## src/rtl/uart_core_rx_if.sv

```systemverilog
// Signal bundle for uart_core_rx: line, enable, frame configuration and received-word outputs.
// master drives the line and configuration; slave is the receiver.
interface uart_core_rx_if #(
    parameter int BAUD_DIV_WIDTH = 8
);
    logic [BAUD_DIV_WIDTH-1:0] baud_div;
    logic [1:0]                data_type;
    logic                      check_en;
    logic [1:0]                check_type;
    logic                      en;
    logic                      rx;
    logic [7:0]                data;
    logic                      ack;
    logic                      busy;
    logic                      check_err;
    logic                      frame_err;

    modport master (
        output baud_div, data_type, check_en, check_type, en, rx,
        input  data, ack, busy, check_err, frame_err
    );

    modport slave (
        input  baud_div, data_type, check_en, check_type, en, rx,
        output data, ack, busy, check_err, frame_err
    );
endinterface

```

## src/rtl/uart_core_rx.sv

```systemverilog
// UART receiver: 8x oversampling, majority vote per bit, 5..8 data bits,
// optional parity, single stop bit, break detection with re-arm on line idle.
module uart_core_rx #(
    parameter int CLK_FREQ       = 100,
    parameter int BAUD_DIV_WIDTH = 8
) (
    input logic          clk,
    input logic          rst_n,
    uart_core_rx_if.slave bus
);
    localparam int CLK_DIV = CLK_FREQ / 10;
    localparam int DIV_W   = (CLK_DIV > 1) ? $clog2(CLK_DIV) : 1;

    localparam logic [2:0] IDLE  = 3'd0;
    localparam logic [2:0] START = 3'd1;
    localparam logic [2:0] DATA  = 3'd2;
    localparam logic [2:0] CHECK = 3'd3;
    localparam logic [2:0] STOP  = 3'd4;
    localparam logic [2:0] DONE  = 3'd5;

    logic [2:0]                state;
    logic                      rx_s1, rx_s2, rx_d;
    logic                      armed;
    logic                      edge_hold;
    logic [DIV_W-1:0]          div_cnt;
    logic [BAUD_DIV_WIDTH-1:0] baud_cnt;
    logic [2:0]                idx;
    logic                      s3, s4;
    logic [7:0]                sh;
    logic [2:0]                bit_cnt;
    logic                      chk_p;
    logic [7:0]                data_r;
    logic                      check_err_r, frame_err_r;

    logic       fall, start_det, div_last, baud_last, tick, samp, bit_val, par, perr;
    logic [2:0] last_idx;
    logic [7:0] data_now;

    always_comb begin
        fall      = rx_d & ~rx_s2;
        // an edge seen during the DONE cycle is remembered for one cycle so IDLE can still start on it
        start_det = (state == IDLE) && bus.en && armed && (fall || edge_hold);
        div_last  = (div_cnt == DIV_W'(CLK_DIV - 1));
        baud_last = (baud_cnt >= bus.baud_div);
        tick      = div_last && baud_last;
        samp      = tick && (idx == 3'd5);
        bit_val   = (s3 & s4) | (s3 & rx_s2) | (s4 & rx_s2);
        last_idx  = {1'b1, ~bus.data_type};
        data_now  = sh >> bus.data_type;
        par       = (^sh) ^ bit_val;
        perr      = 1'b0;
        case (bus.check_type)
            2'b00:   perr = ~par;
            2'b01:   perr = par;
            2'b10:   perr = ~bit_val;
            default: perr = bit_val;
        endcase
    end

    always_ff @(posedge clk) begin
        if (!rst_n) begin
            state       <= IDLE;
            rx_s1       <= 1'b1;
            rx_s2       <= 1'b1;
            rx_d        <= 1'b1;
            armed       <= 1'b1;
            edge_hold   <= 1'b0;
            div_cnt     <= '0;
            baud_cnt    <= '0;
            idx         <= '0;
            s3          <= 1'b1;
            s4          <= 1'b1;
            sh          <= '0;
            bit_cnt     <= '0;
            chk_p       <= 1'b0;
            data_r      <= '0;
            check_err_r <= 1'b0;
            frame_err_r <= 1'b0;
        end else begin
            rx_s1     <= bus.rx;
            rx_s2     <= rx_s1;
            rx_d      <= rx_s2;
            edge_hold <= (state == DONE) && fall;

            if (start_det) begin
                div_cnt  <= '0;
                baud_cnt <= '0;
                idx      <= '0;
            end else if (div_last) begin
                div_cnt <= '0;
                if (baud_last) begin
                    baud_cnt <= '0;
                    idx      <= idx + 3'd1;
                end else begin
                    baud_cnt <= baud_cnt + 1'b1;
                end
            end else begin
                div_cnt <= div_cnt + 1'b1;
            end

            if (tick && idx == 3'd3) s3 <= rx_s2;
            if (tick && idx == 3'd4) s4 <= rx_s2;

            if (state != IDLE && !bus.en) begin
                state <= IDLE;
            end else begin
                case (state)
                    IDLE: begin
                        if (rx_s2) armed <= 1'b1;
                        if (start_det) begin
                            state   <= START;
                            sh      <= '0;
                            bit_cnt <= '0;
                            chk_p   <= 1'b0;
                        end
                    end
                    START: if (samp) state <= bit_val ? IDLE : DATA;
                    DATA: if (samp) begin
                        sh      <= {bit_val, sh[7:1]};
                        bit_cnt <= bit_cnt + 3'd1;
                        if (bit_cnt == last_idx) state <= bus.check_en ? CHECK : STOP;
                    end
                    CHECK: if (samp) begin
                        chk_p <= perr;
                        state <= STOP;
                    end
                    STOP: if (samp) begin
                        data_r      <= data_now;
                        check_err_r <= bus.check_en & chk_p;
                        frame_err_r <= ~bit_val;
                        // a low stop with all-zero data is a break: stay deaf until the line idles high
                        if (!bit_val && data_now == 8'h00) armed <= 1'b0;
                        state <= DONE;
                    end
                    DONE:    state <= IDLE;
                    default: state <= IDLE;
                endcase
            end
        end
    end

    assign bus.ack       = (state == DONE);
    assign bus.busy      = (state == DATA) || (state == CHECK) || (state == STOP);
    assign bus.data      = data_r;
    assign bus.check_err = check_err_r;
    assign bus.frame_err = frame_err_r;
endmodule

```

## src/flat_wrapper.sv

```systemverilog
// flat-port wrapper written by rule: the top's interface ports become plain ports
module uart_core_rx_flat 
#(
    parameter int CLK_FREQ       = 100,
    parameter int BAUD_DIV_WIDTH = 8
)
  (clk, rst_n, bus_baud_div, bus_data_type, bus_check_en, bus_check_type, bus_en, bus_rx, bus_data, bus_ack, bus_busy, bus_check_err, bus_frame_err);
  uart_core_rx_if #(.BAUD_DIV_WIDTH(BAUD_DIV_WIDTH)) bus_i ();
  input logic clk;
  input logic rst_n;
  input wire logic [$bits(bus_i.baud_div)-1:0] bus_baud_div;
  input wire logic [$bits(bus_i.data_type)-1:0] bus_data_type;
  input wire logic [$bits(bus_i.check_en)-1:0] bus_check_en;
  input wire logic [$bits(bus_i.check_type)-1:0] bus_check_type;
  input wire logic [$bits(bus_i.en)-1:0] bus_en;
  input wire logic [$bits(bus_i.rx)-1:0] bus_rx;
  output wire logic [$bits(bus_i.data)-1:0] bus_data;
  output wire logic [$bits(bus_i.ack)-1:0] bus_ack;
  output wire logic [$bits(bus_i.busy)-1:0] bus_busy;
  output wire logic [$bits(bus_i.check_err)-1:0] bus_check_err;
  output wire logic [$bits(bus_i.frame_err)-1:0] bus_frame_err;
  assign bus_i.baud_div = bus_baud_div;
  assign bus_i.data_type = bus_data_type;
  assign bus_i.check_en = bus_check_en;
  assign bus_i.check_type = bus_check_type;
  assign bus_i.en = bus_en;
  assign bus_i.rx = bus_rx;
  assign bus_data = bus_i.data;
  assign bus_ack = bus_i.ack;
  assign bus_busy = bus_i.busy;
  assign bus_check_err = bus_i.check_err;
  assign bus_frame_err = bus_i.frame_err;
  uart_core_rx #(.CLK_FREQ(CLK_FREQ), .BAUD_DIV_WIDTH(BAUD_DIV_WIDTH)) u_core (.clk(clk), .rst_n(rst_n), .bus(bus_i));
endmodule
```

## config.mk

```make
export PLATFORM = sky130hd
export DESIGN_NAME = uart_core_rx_flat
export DESIGN_NICKNAME = d
export VERILOG_FILES = /design/src/rtl/uart_core_rx_if.sv /design/src/rtl/uart_core_rx.sv /design/src/flat_wrapper.sv
export SDC_FILE = /design/constraint.sdc
export NUM_CORES = 1
export LEC_CHECK = 0
export BUFFER_PORTS_ARGS = -buffer_cell sky130_fd_sc_hd__buf_2
export CORE_ASPECT_RATIO = 1.1
export CORE_UTILIZATION = 58
export DETAILED_ROUTE_END_ITERATION = 8
export PLACE_DENSITY = 0.79
export SETUP_SLACK_MARGIN = 0.4
export SYNTH_ARGS = -nofsm -noshare
export SYNTH_HDL_FRONTEND = slang
export SYNTH_SLANG_ARGS = --single-unit
export TNS_END_PERCENT = 10
```

## constraint.sdc

```tcl
create_clock -name clk -period 2.6 [get_ports clk]
set_input_delay 0.65 -clock clk [delete_from_list [all_inputs] [get_ports clk]]
set_output_delay 0.65 -clock clk [all_outputs]
set_load 0.01 [all_outputs]
```

==> metrics.md, run 1 <==
| Metric | Value |
|---|---|
| # setup viols final | 0 |
| Vias | 2,083 |
| Root buffer cell | clkbuf_8 |
| GRT Residual Overflow | 0 |
| CTS sink cnt | 47 |
| Gp weighted congestion | 0.8116 |
| Skew final | 0.01060 ns |
| Largest fanout on the critical path | 6 |
| Post-synth EDFFs | 0 |
| Fillers | 311 |
| Post-layout min period | 2.152 ns |
| # DRC | 0 |
| Initial antenna violation count | 0 |
| Die X | 64.91 um |
| Max Cap Viol | 0 |
| Area leader, netlist | dfxtp_1 |
| Die area | 0.004622 mm2 |
| IO Count | 29 |
| Total Wirelength | 5455 um |
| Status | complete, no violations |
| Clock buffer depth | 2 |
| Global-route wire length before repair | 9101 um |
| Crit path DAT | 2.34 ns |
| Area of the mapped netlist | 0.002525 mm2 |
| Total negative slack | 0 ns |
| Rows | 24 |
| Post-synthesis sequential area ratio | 0.3726 |
| Net Count, Synth | 316 |
| Vias in the first global route | 1,963 |
| Yosys reg bits | 47 |
| Pre-CTS setup slack | 0.04528 ns |
| Htree depth | 2 |
| TritonCTS clock tree | done |
| Syn Area/Cell | 8.922 um2 |
| Distinct cell type count after synthesis | 47 |
| Most frequent cells in the layout | 46 x dfxtp_1, 28 x buf_2, 26 x nor2_1 |
| RSZ-0062 raised after global routing | true |
| WL/cell | 14.95 um |
| Initial drt markers | 110 |
| Global router's overall resource usage | 0.2540 |
| Hold Crit Class | reg -> reg |
| Final Hold Vio Count | 0 |
| Setup ws final | 0.4480 ns |
| # hold bufs at CTS | 0 |
| CTS Buf Count | 5 |
| Antenna-violating nets left | 0 |
| Buffers on Ports | 28 |
| Crit Path Class | in -> reg |
| Most common cell after layout, fill and taps aside | dfxtp_1 |
| Initial Utilization | 0.6228 |
| Asr flop ratio synth | 0 |
| Area growth syn-to-layout | 16.95% |
| Syn. warnings | 0 |
| Share of layout cells above drive strength 1 | 0.2300 |
| Post-DP HPWL | 3961 um |
| Post-CTS Setup Repair Bufs | 0 |
| Final Cycle Share | 0.8277 |
| Slew Limit Fails | 0 |
| Fin area | 0.002953 mm2 |
| Cell count after synthesis | 283 |
| Startpoint Class | primary input |
| Layout Cells excl Fill | 365 |
| Worst EP required | 2.79 ns |
| Relative slew slack | 0.6116 |
| Largest net degree at the start of global routing | 16 |
| First-pass DRT Iterations | 4 |
| Dpl cells | 356 |
| DP Area | 0.002815 mm2 |
| Hold WS | 0.4333 ns |
| Via/cell ratio | 5.707 |
| Synth top area share | 0.3726 |
| Synth area leaders | dfxtp_1 37%, ha_1 7.9%, mux2i_1 5.2% |
| Diodes inserted | 0 |
| Pwr dens | 424.5 mW/mm2 |
| Achievable Freq | 464.7 MHz |
| Finished Core Util | 0.7284 |
| Worst-path clk slew | 0.08 ns |
| Die Y-Extent | 71.20 um |
| Overall Power | 1.253 mW |
| Tightest Pin Transition | 0.5820 ns |
| CP Capture Type | register |
| Top FF cell, synth | dfxtp_1 |
| Worst skew pair latency | 0.30 ns |
| Leakage | 1.226 nW |
| Nets | 345 |
| Peak VDD IR | 0.3150 mV |
| Total core area | 0.004054 mm2 |
[registers in the layout, indices dropped and copies added (netlist names), 3 cells and up]
name,count
u_core.state,3
u_core.bit_cnt,3
u_core.div_cnt,4
u_core.baud_cnt,8
u_core.idx,3
u_core.sh,8
u_core.bus.data,8
[critical path, cell delays in order]
cell and delay (ns):
buf_2 0.13, inv_8 0.03, ha_4 0.26, nand4_1 0.14
o31a_4 0.45, nor3_4 0.25, o22ai_4 0.15, mux2_2 0.28
[Yosys cell counts (4+ instances only)]
cell      number
nand4_1        5
nor3b_1        4
ha_1          16
clkbuf_1       8
nor3_1         9
inv_1         13
a22o_1         9
nor2b_1        5
nand2_1       23
mux2i_1       13
mux2_2         4
nor2_1        28
xnor2_1       10
xor2_1        10
a21oi_1       16
nand2b_1       6
nand3_1        7
dfxtp_1       47
o21ai_0        9
and3_1         4
[layout make-up]
class                   count  area [um2]  share of cell area
well taps                  52       65.06             0.02203
clock inverters             1       5.005            0.001695
flip-flops and latches     47       944.7              0.3199
inverters                  13       61.31             0.02076
repair buffers             33       181.4             0.06144
multi-input cells         212        1619              0.5483
clock buffers               7       76.32             0.02585
[power breakdown]
group | switching, mW | leakage (nW) | internal, mW | total (mW)
registers | 0.00552 | 0.381 | 0.724 | 0.730
clock network | 0.236 | 0.0422 | 0.189 | 0.426
logic | 0.0563 | 0.803 | 0.0419 | 0.0981
total | 0.298 | 1.23 | 0.955 | 1.25
[repair_timing]
| item | 4_1_cts | 5_1_grt |
|---|---|---|
| endpoints found under the setup margin | 31 | 33 |
| resized for setup | 2 | 7 |
| gates cloned | 0 | 1 |
| pin swaps | 1 | 5 |
[worst paths after layout]
kind / startpoint / cells past startpoint / slack (ns) / endpoint
worst max register to register: u_core.baud_cnt[0]$_SDFFE_PP0P_ / 8 / 0.48 / u_core.bit_cnt[2]$_SDFFE_PN0P_
worst min-delay path: u_core.rx_s1$_SDFF_PN1_ / 1 / 0.43 / u_core.rx_s2$_SDFF_PN1_
worst max-delay path: bus_baud_div[7] / 8 / 0.45 / u_core.bit_cnt[0]$_SDFFE_PN0P_
worst min register to register: u_core.rx_s1$_SDFF_PN1_ / 1 / 0.43 / u_core.rx_s2$_SDFF_PN1_
[layer usage]
layer,vias up,GRT usage,part of all wire
met1,984,0.3193,0.44
met3,6,0.05161,0.045
met2,45,0.4271,0.50
li1,1048,-,-
met5,-,0,0
met4,0,0.08889,0.012
[kinds of logic after synthesis]
logic type / synth area share
buffers and inverters: 0.04262
muxes: 0.06937
adders and majority gates: 0.08375
xor gates and xnor gates: 0.06937
AOI/OAI and AO/OA: 0.1477
and+or+nand+nor: 0.2146
DFF: 0.3726
Note: power is estimated with default switching activity, not from simulation.
==> run 2, diff against run 1 <==
Clock period 2.6 ns to 2.2 ns, I/O delays scaled along.
==> run 2 against run 1 <==
Cell count increased by 3.8%. First-iteration DRC count fell by 3.6%. Final area is 4.9% higher. Clock-buffer cell count is 1 lower. Die area stayed put. Sequential power increased by 18%. Global-route usage decreased by 0.10 points. Register-to-register slack worse by 0.26 ns. Sequential share of layout area down 1.4 points. Clock power grew 54%.
==> metrics.md, run 2 (same netlist as run 1, synthesis figures left out) <==
| Metric | Value |
|---|---|
| Status | complete, no violations |
| Initial antenna violation count | 0 (unchanged) |
| Via/cell ratio | 5.675 (-0.55%) |
| Crit path capture | u_core.bus.data[5]$_SDFFE_PN0P_ |
| Worst EP required | 2.40 ns (-0.39 ns) |
| Die Y-Extent | 71.20 um (unchanged) |
| # DRC | 0 (unchanged) |
| Largest net degree at the start of global routing | 15 (-1) |
| RSZ-0062 raised after global routing | true |
| Leakage | 1.315 nW (+7.3%) |
| Pwr dens | 530.3 mW/mm2 (+25%) |
| TritonCTS clock tree | done |
| Overall Power | 1.643 mW (+31%) |
| # hold bufs at CTS | 0 (unchanged) |
| Hold Crit Class | reg -> reg |
| Crit Reg-Reg Startpoint | u_core.baud_cnt[0]$_SDFFE_PP0P_ |
| Die area | 0.004622 mm2 (unchanged) |
| Worst skew pair latency | 0.31 ns (about the same) |
| Vias | 2,151 (+3.3%) |
| Final Hold Vio Count | 0 (unchanged) |
| CTS Buf Count | 5 (unchanged) |
| Dpl cells | 369 (+3.7%) |
| # setup viols final | 0 (unchanged) |
| GRT Residual Overflow | 0 (unchanged) |
| WL/cell | 14.36 um (-3.9%) |
| Total core area | 0.004054 mm2 (unchanged) |
| Area growth syn-to-layout | 22.70% |
| Skew final | 0.01062 ns (+0.00002540 ns) |
| Relative slew slack | 0.7663 (+0.1547) |
| Crit Path Class | in -> reg |
| Total Wirelength | 5442 um (-0.24%) |
| Worst reg2reg path endpoint | u_core.bus.data[5]$_SDFFE_PN0P_ |
| Most common cell after layout, fill and taps aside | dfxtp_1 |
| Buffers on Ports | 28 (unchanged) |
| Total negative slack | 0 ns (unchanged) |
| Most frequent cells in the layout | 42 x dfxtp_1, 29 x buf_2, 26 x nor2_1 |
| Achievable Freq | 503.3 MHz |
| First-pass DRT Iterations | 4 (unchanged) |
| Worst-path clk slew | 0.08 ns (about the same) |
| Share of layout cells above drive strength 1 | 0.2813 (+0.05131) |
| Worst reg2reg path depth | 9 (+1) |
| Slew Limit Fails | 0 (unchanged) |
| Nets | 359 (+4.1%) |
| Global-route wire length before repair | 9087 um (-0.15%) |
| Clock buffer depth | 2 (unchanged) |
| Startpoint Class | primary input |
| Crit path DAT | 2.19 ns (-0.15 ns) |
| Root buffer cell | clkbuf_8 |
| Vias in the first global route | 2,086 (+6.3%) |
| Max Cap Viol | 0 (unchanged) |
| Reg2Reg Setup Slack | 0.22 ns (-0.26 ns) |
| CTS sink cnt | 47 (unchanged) |
| Tightest Pin Transition | 0.3495 ns (-0.2325 ns) |
| Critical path startpoint | bus_baud_div[7] |
| Peak VDD IR | 0.4997 mV (+59%) |
| Layout Cells excl Fill | 379 (+3.8%) |
| Initial drt markers | 106 (-3.6%) |
| IO Count | 29 (unchanged) |
| Diodes inserted | 0 (unchanged) |
| Htree depth | 2 (unchanged) |
| Initial Utilization | 0.6228 (unchanged) |
| Rows | 24 (unchanged) |
| Gp weighted congestion | 0.7969 (-1.8%) |
| Final Cycle Share | 0.9031 |
| Fillers | 303 (-2.6%) |
| Largest fanout on the critical path | 6 (unchanged) |
| Post-layout min period | 1.987 ns |
| Global router's overall resource usage | 0.2529 (-0.001005) |
| Die X | 64.91 um (unchanged) |
| Finished Core Util | 0.7642 (+0.03580) |
| CP Capture Type | register |
| Post-DP HPWL | 4023 um (+1.6%) |
| Antenna-violating nets left | 0 (unchanged) |
==> run 2: cell types whose count changed in the layout (fill, tap and decap cells not counted), moves of 2 or more <==
cell      before  now
buf_4          4   17
clkbuf_1       2    0
dfxtp_1       46   42
dfxtp_2        0    5
==> run 2: critical path, cell delays in order <==
cell	delay, ns
buf_2	0.13
inv_8	0.03
ha_4	0.25
nand4_1	0.12
o31a_4	0.45
nor4_4	0.19
buf_2	0.22
mux2i_1	0.19
nor2_1	0.05
==> run 2: how the worst min path moves through the flow <==
stage | slack (ns) | cells after the start | startpoint | endpoint
2_1_floorplan | 0.39 | 1 | u_core.rx_s1$_SDFF_PN1_ | u_core.rx_s2$_SDFF_PN1_
3_3_place_gp | 0.39 | 1 | u_core.rx_s1$_SDFF_PN1_ | u_core.rx_s2$_SDFF_PN1_
3_5_place_dp | 0.41 | 1 | u_core.rx_s1$_SDFF_PN1_ | u_core.rx_s2$_SDFF_PN1_
4_1_cts | 0.42 | 2 | bus_rx | u_core.rx_s1$_SDFF_PN1_
5_1_grt | 0.44 | 1 | u_core.rx_s1$_SDFF_PN1_ | u_core.rx_s2$_SDFF_PN1_
6_report | 0.42 | 1 | u_core.rx_s1$_SDFF_PN1_ | u_core.rx_s2$_SDFF_PN1_
==> run 2: per-stage QoR <==
stage | hold slack [ns] | worst slack, ns | area, um2
after floorplan | 0.3863 | 0.01067 | 2631
after global placement | 0.3921 | -0.1889 | 2913
after detailed placement | 0.4060 | -0.2748 | 2913
after CTS | 0.4200 | 0.2079 | 3073
after global routing | 0.4396 | 0.1276 | 3098
final | 0.4211 | 0.2131 | 3098
==> run 2: final cells by class <==
| type | instances | area, um2 | area share |
|---|---|---|---|
| Clock buffer | 6 | 82.58 | 0.02666 |
| Clock inverter | 2 | 35.03 | 0.01131 |
| Multi-Input combinational cell | 211 | 1612 | 0.5202 |
| Tap cell | 52 | 65.06 | 0.02100 |
| Timing Repair Buffer | 48 | 295.3 | 0.09531 |
| Inverter | 13 | 61.31 | 0.01979 |
| Sequential cell | 47 | 947.2 | 0.3057 |
==> run 2: what timing repair did <==
| action | CTS | global route |
|---|---|---|
| setup endpoints to repair | 39 | 39 |
| resized for setup | 8 | 6 |
| pin swaps | 6 | 1 |
| gates cloned | 0 | 1 |
| setup buffers | 1 | 0 |
==> run 2: report_power, final <==
| group | internal [mW] | switching, mW | total, mW |
|---|---|---|---|
| Sequential | 0.857 | 0.00599 | 0.863 |
| Combinational | 0.0565 | 0.0667 | 0.123 |
| Clock | 0.368 | 0.289 | 0.657 |
| Total | 1.28 | 0.362 | 1.64 |
==> run 2: metal layers <==
layer	routed length [um]	global-route usage	vias to the layer above
met1	2418	0.2954	1033
met3	146	0.05484	11
met2	2762	0.4525	32
met4	115	0.08148	0
li1	-	-	1075
met5	0	0	-
==> run 3, diff against run 2 <==
Clock period 2.2 ns to 1.9 ns, I/O delays scaled along.
==> run 3 against run 2 <==
The flow now finishes with violations (setup timing). Sequential cell count did not move. Clock-buffer cell count stayed put. Sequential share of layout area down 2.2 points. Clock power grew 31%. Worst hold slack got worse by 0.061 ns. Die area unchanged. First-iteration DRC count up 17%. Via count increased by 6.6%. Sequential power rose by 16%. Utilization up 6.0 points. Clock skew shrank 0.0059 ns. Largest cell class unchanged. Highest routed layer unchanged.
==> metrics.md, run 3 (same netlist as run 1, synthesis figures left out) <==
| Metric | Value |
|---|---|
| Buffers on Ports | 28 (unchanged) |
| IO Count | 29 (unchanged) |
| Die X | 64.91 um (unchanged) |
| Crit Reg-Reg Startpoint | u_core.baud_cnt[0]$_SDFFE_PP0P_ |
| Final Hold Vio Count | 0 (unchanged) |
| Die area | 0.004622 mm2 (unchanged) |
| Post-layout min period | 2.032 ns |
| Sw Share | 0.2121 (-0.008065) |
| Initial drt markers | 124 (+17%) |
| Clock buffer depth | 2 (unchanged) |
| Vias in the first global route | 2,268 (+8.7%) |
| Sw Pwr | 0.4278 mW (+18%) |
| Global-route wire length before repair | 10,110 um (+11%) |
| # setup viols final | 23 (+23) |
| Gp weighted congestion | 0.8498 (+6.6%) |
| Failing checks | setup timing |
| Tightest Pin Transition | 0.3786 ns (+0.02906 ns) |
| Top delay family on crit path | compound AO/OA/AOI/OAI gates |
| CP max stage cell | o31a_4 |
| Critical path startpoint | u_core.baud_cnt[0]$_SDFFE_PP0P_ |
| Slew Limit Fails | 0 (unchanged) |
| Worst EP required | 2.09 ns (-0.31 ns) |
| TritonCTS clock tree | done |
| Hold Crit Class | in -> reg |
| Total core area | 0.004054 mm2 (unchanged) |
| Post-DP HPWL | 4156 um (+3.3%) |
| CP Capture Type | register |
| DP Area | 0.003025 mm2 (+3.9%) |
| Peak VDD IR | 0.6596 mV (+32%) |
| Vias | 2,292 (+6.6%) |
| Pwr dens | 603.4 mW/mm2 (+14%) |
| CTS Buf Count | 5 (unchanged) |
| Pre-CTS setup slack | -0.4699 ns (-0.1951 ns) |
| Share of power burned in registers | 0.494 (-0.031) |
| Top sig layer | met4 |
| WL/cell | 15.69 um (+9.2%) |
| Metal3 WL | 253 um (+73%) |
| Final Cycle Share | 1.069 |
| Cells along the critical path | inv_2 > ha_4 > nand2b_4 > a2111oi_4 > o31a_4 > nor4_4 > buf_6 > mux2i_1 > nor2_1 |
| Htree depth | 2 (unchanged) |
| Relative slew slack | 0.7468 (-0.01943) |
| Share of layout cells above drive strength 1 | 0.3469 (+0.06559) |
| Initial antenna violation count | 0 (unchanged) |
| Largest fanout on the critical path | 10 (+4) |
| Diodes inserted | 0 (unchanged) |
| Area growth syn-to-layout | 32.41% |
| Worst hold start | bus_rx |
| Fin area | 0.003343 mm2 (+7.9%) |
| Most frequent cells in the layout | 43 x dfxtp_1, 29 x buf_4, 27 x buf_2 |
| Crit Path Class | reg -> reg |
| Slowest Stage Delay on Critical Path | 0.41 ns (-0.04 ns) |
| Worst-path clk slew | 0.09 ns (about the same) |
| Rows | 24 (unchanged) |
| RSZ-0062 raised after global routing | true |
| Crit path buffers/inverters | 2 (-1) |
| CTS sink cnt | 47 (unchanged) |
| Worst skew pair latency | 0.30 ns (about the same) |
| Nets | 375 (+4.5%) |
| # DRC | 0 (unchanged) |
| Post-route met1 wirelength | 2458 um (+1.7%) |
| Skew final | 0.004758 ns (-0.005865 ns) |
| Combinational power share | 0.078 (+0.003) |
| Overall Power | 2.017 mW (+23%) |
| Root buffer cell | clkbuf_8 |
| Die Y-Extent | 71.20 um (unchanged) |
| Via/cell ratio | 5.803 (+2.2%) |
| Max Cap Viol | 0 (unchanged) |
| Leakage | 1.431 nW (+8.9%) |
| Total Wirelength | 6196 um (+14%) |
| Internal power | 1.590 mW (+24%) |
| Global router's overall resource usage | 0.2839 (+0.03094) |
| GRT Residual Overflow | 0 (unchanged) |
| Status | finished, violations left |
| Startpoint Class | register |
| Clock power frac | 0.428 (+0.028) |
| Antenna-violating nets left | 0 (unchanged) |
| First-pass DRT Iterations | 4 (unchanged) |
| Largest net degree at the start of global routing | 16 (+1) |
| Initial Utilization | 0.6228 (unchanged) |
| Crit path DAT | 2.23 ns (+0.04 ns) |
| Setup ws final | -0.1319 ns (-0.3450 ns) |
| Most common cell after layout, fill and taps aside | dfxtp_1 |
| Achievable Freq | 492.2 MHz |
| Routed wl met2 | 3341 um (+21%) |
run 3: path summary, 6_finish.rpt:
check,to,slack [ns],cells after the start
setup / recovery,u_core.bus.data[3]$_SDFFE_PN0P_,-0.13,9
hold / removal,u_core.rx_s1$_SDFF_PN1_,0.36,2
setup reg to reg,u_core.bus.data[3]$_SDFFE_PN0P_,-0.13,9
hold reg to reg,u_core.rx_s2$_SDFF_PN1_,0.44,1
run 3: what timing repair did:
action	4_1_cts	5_1_grt
gates resized for setup	33	10
endpoints found under the hold margin	0	0
cloned	2	0
pin swaps	20	14
endpoints found under the setup margin	45	45
hold buffers	0	0
setup buffers	1	0
run 3: per-layer routing:
| metal | global-route usage | vias to the layer above |
|---|---|---|
| li1 | - | 1116 |
| met1 | 0.3143 | 1093 |
| met2 | 0.5255 | 70 |
| met3 | 0.04839 | 13 |
| met4 | 0.1160 | 0 |
| met5 | 0 | - |
run 3: power by group through the flow:
stage | combinational, mW | sequential, mW | clock, mW
3_3_place_gp | 0.135 | 1.02 | 0
6_report | 0.157 | 0.998 | 0.863
4_1_cts | 0.154 | 0.998 | 0.862
5_1_grt | 0.173 | 0.999 | 0.910
3_5_place_dp | 0.141 | 1.02 | 0
2_1_floorplan | 0.0901 | 1.02 | 0
run 3: metrics by stage:
stage          hold slack, ns  setup TNS [ns]    util  instances
5_1_grt                0.3919          -3.260  0.8247        395
6_report               0.3597          -1.092  0.8247        395
3_5_place_dp           0.4182          -13.30  0.7463        384
2_1_floorplan          0.3863          -5.086       -        283
4_1_cts                0.3620         -0.4862  0.8148        395
3_3_place_gp           0.3888          -11.64  0.7463        384
run 3: area by class of cell:
cell class	count	area (um2)
clock buffers	6	72.57
repair buffers	63	431.7
multi-input cells	212	1704
flip-flops and latches	47	948.4
clock inverters	2	60.06
fillers	244	710.7
well taps	52	65.06
inverters	13	61.31
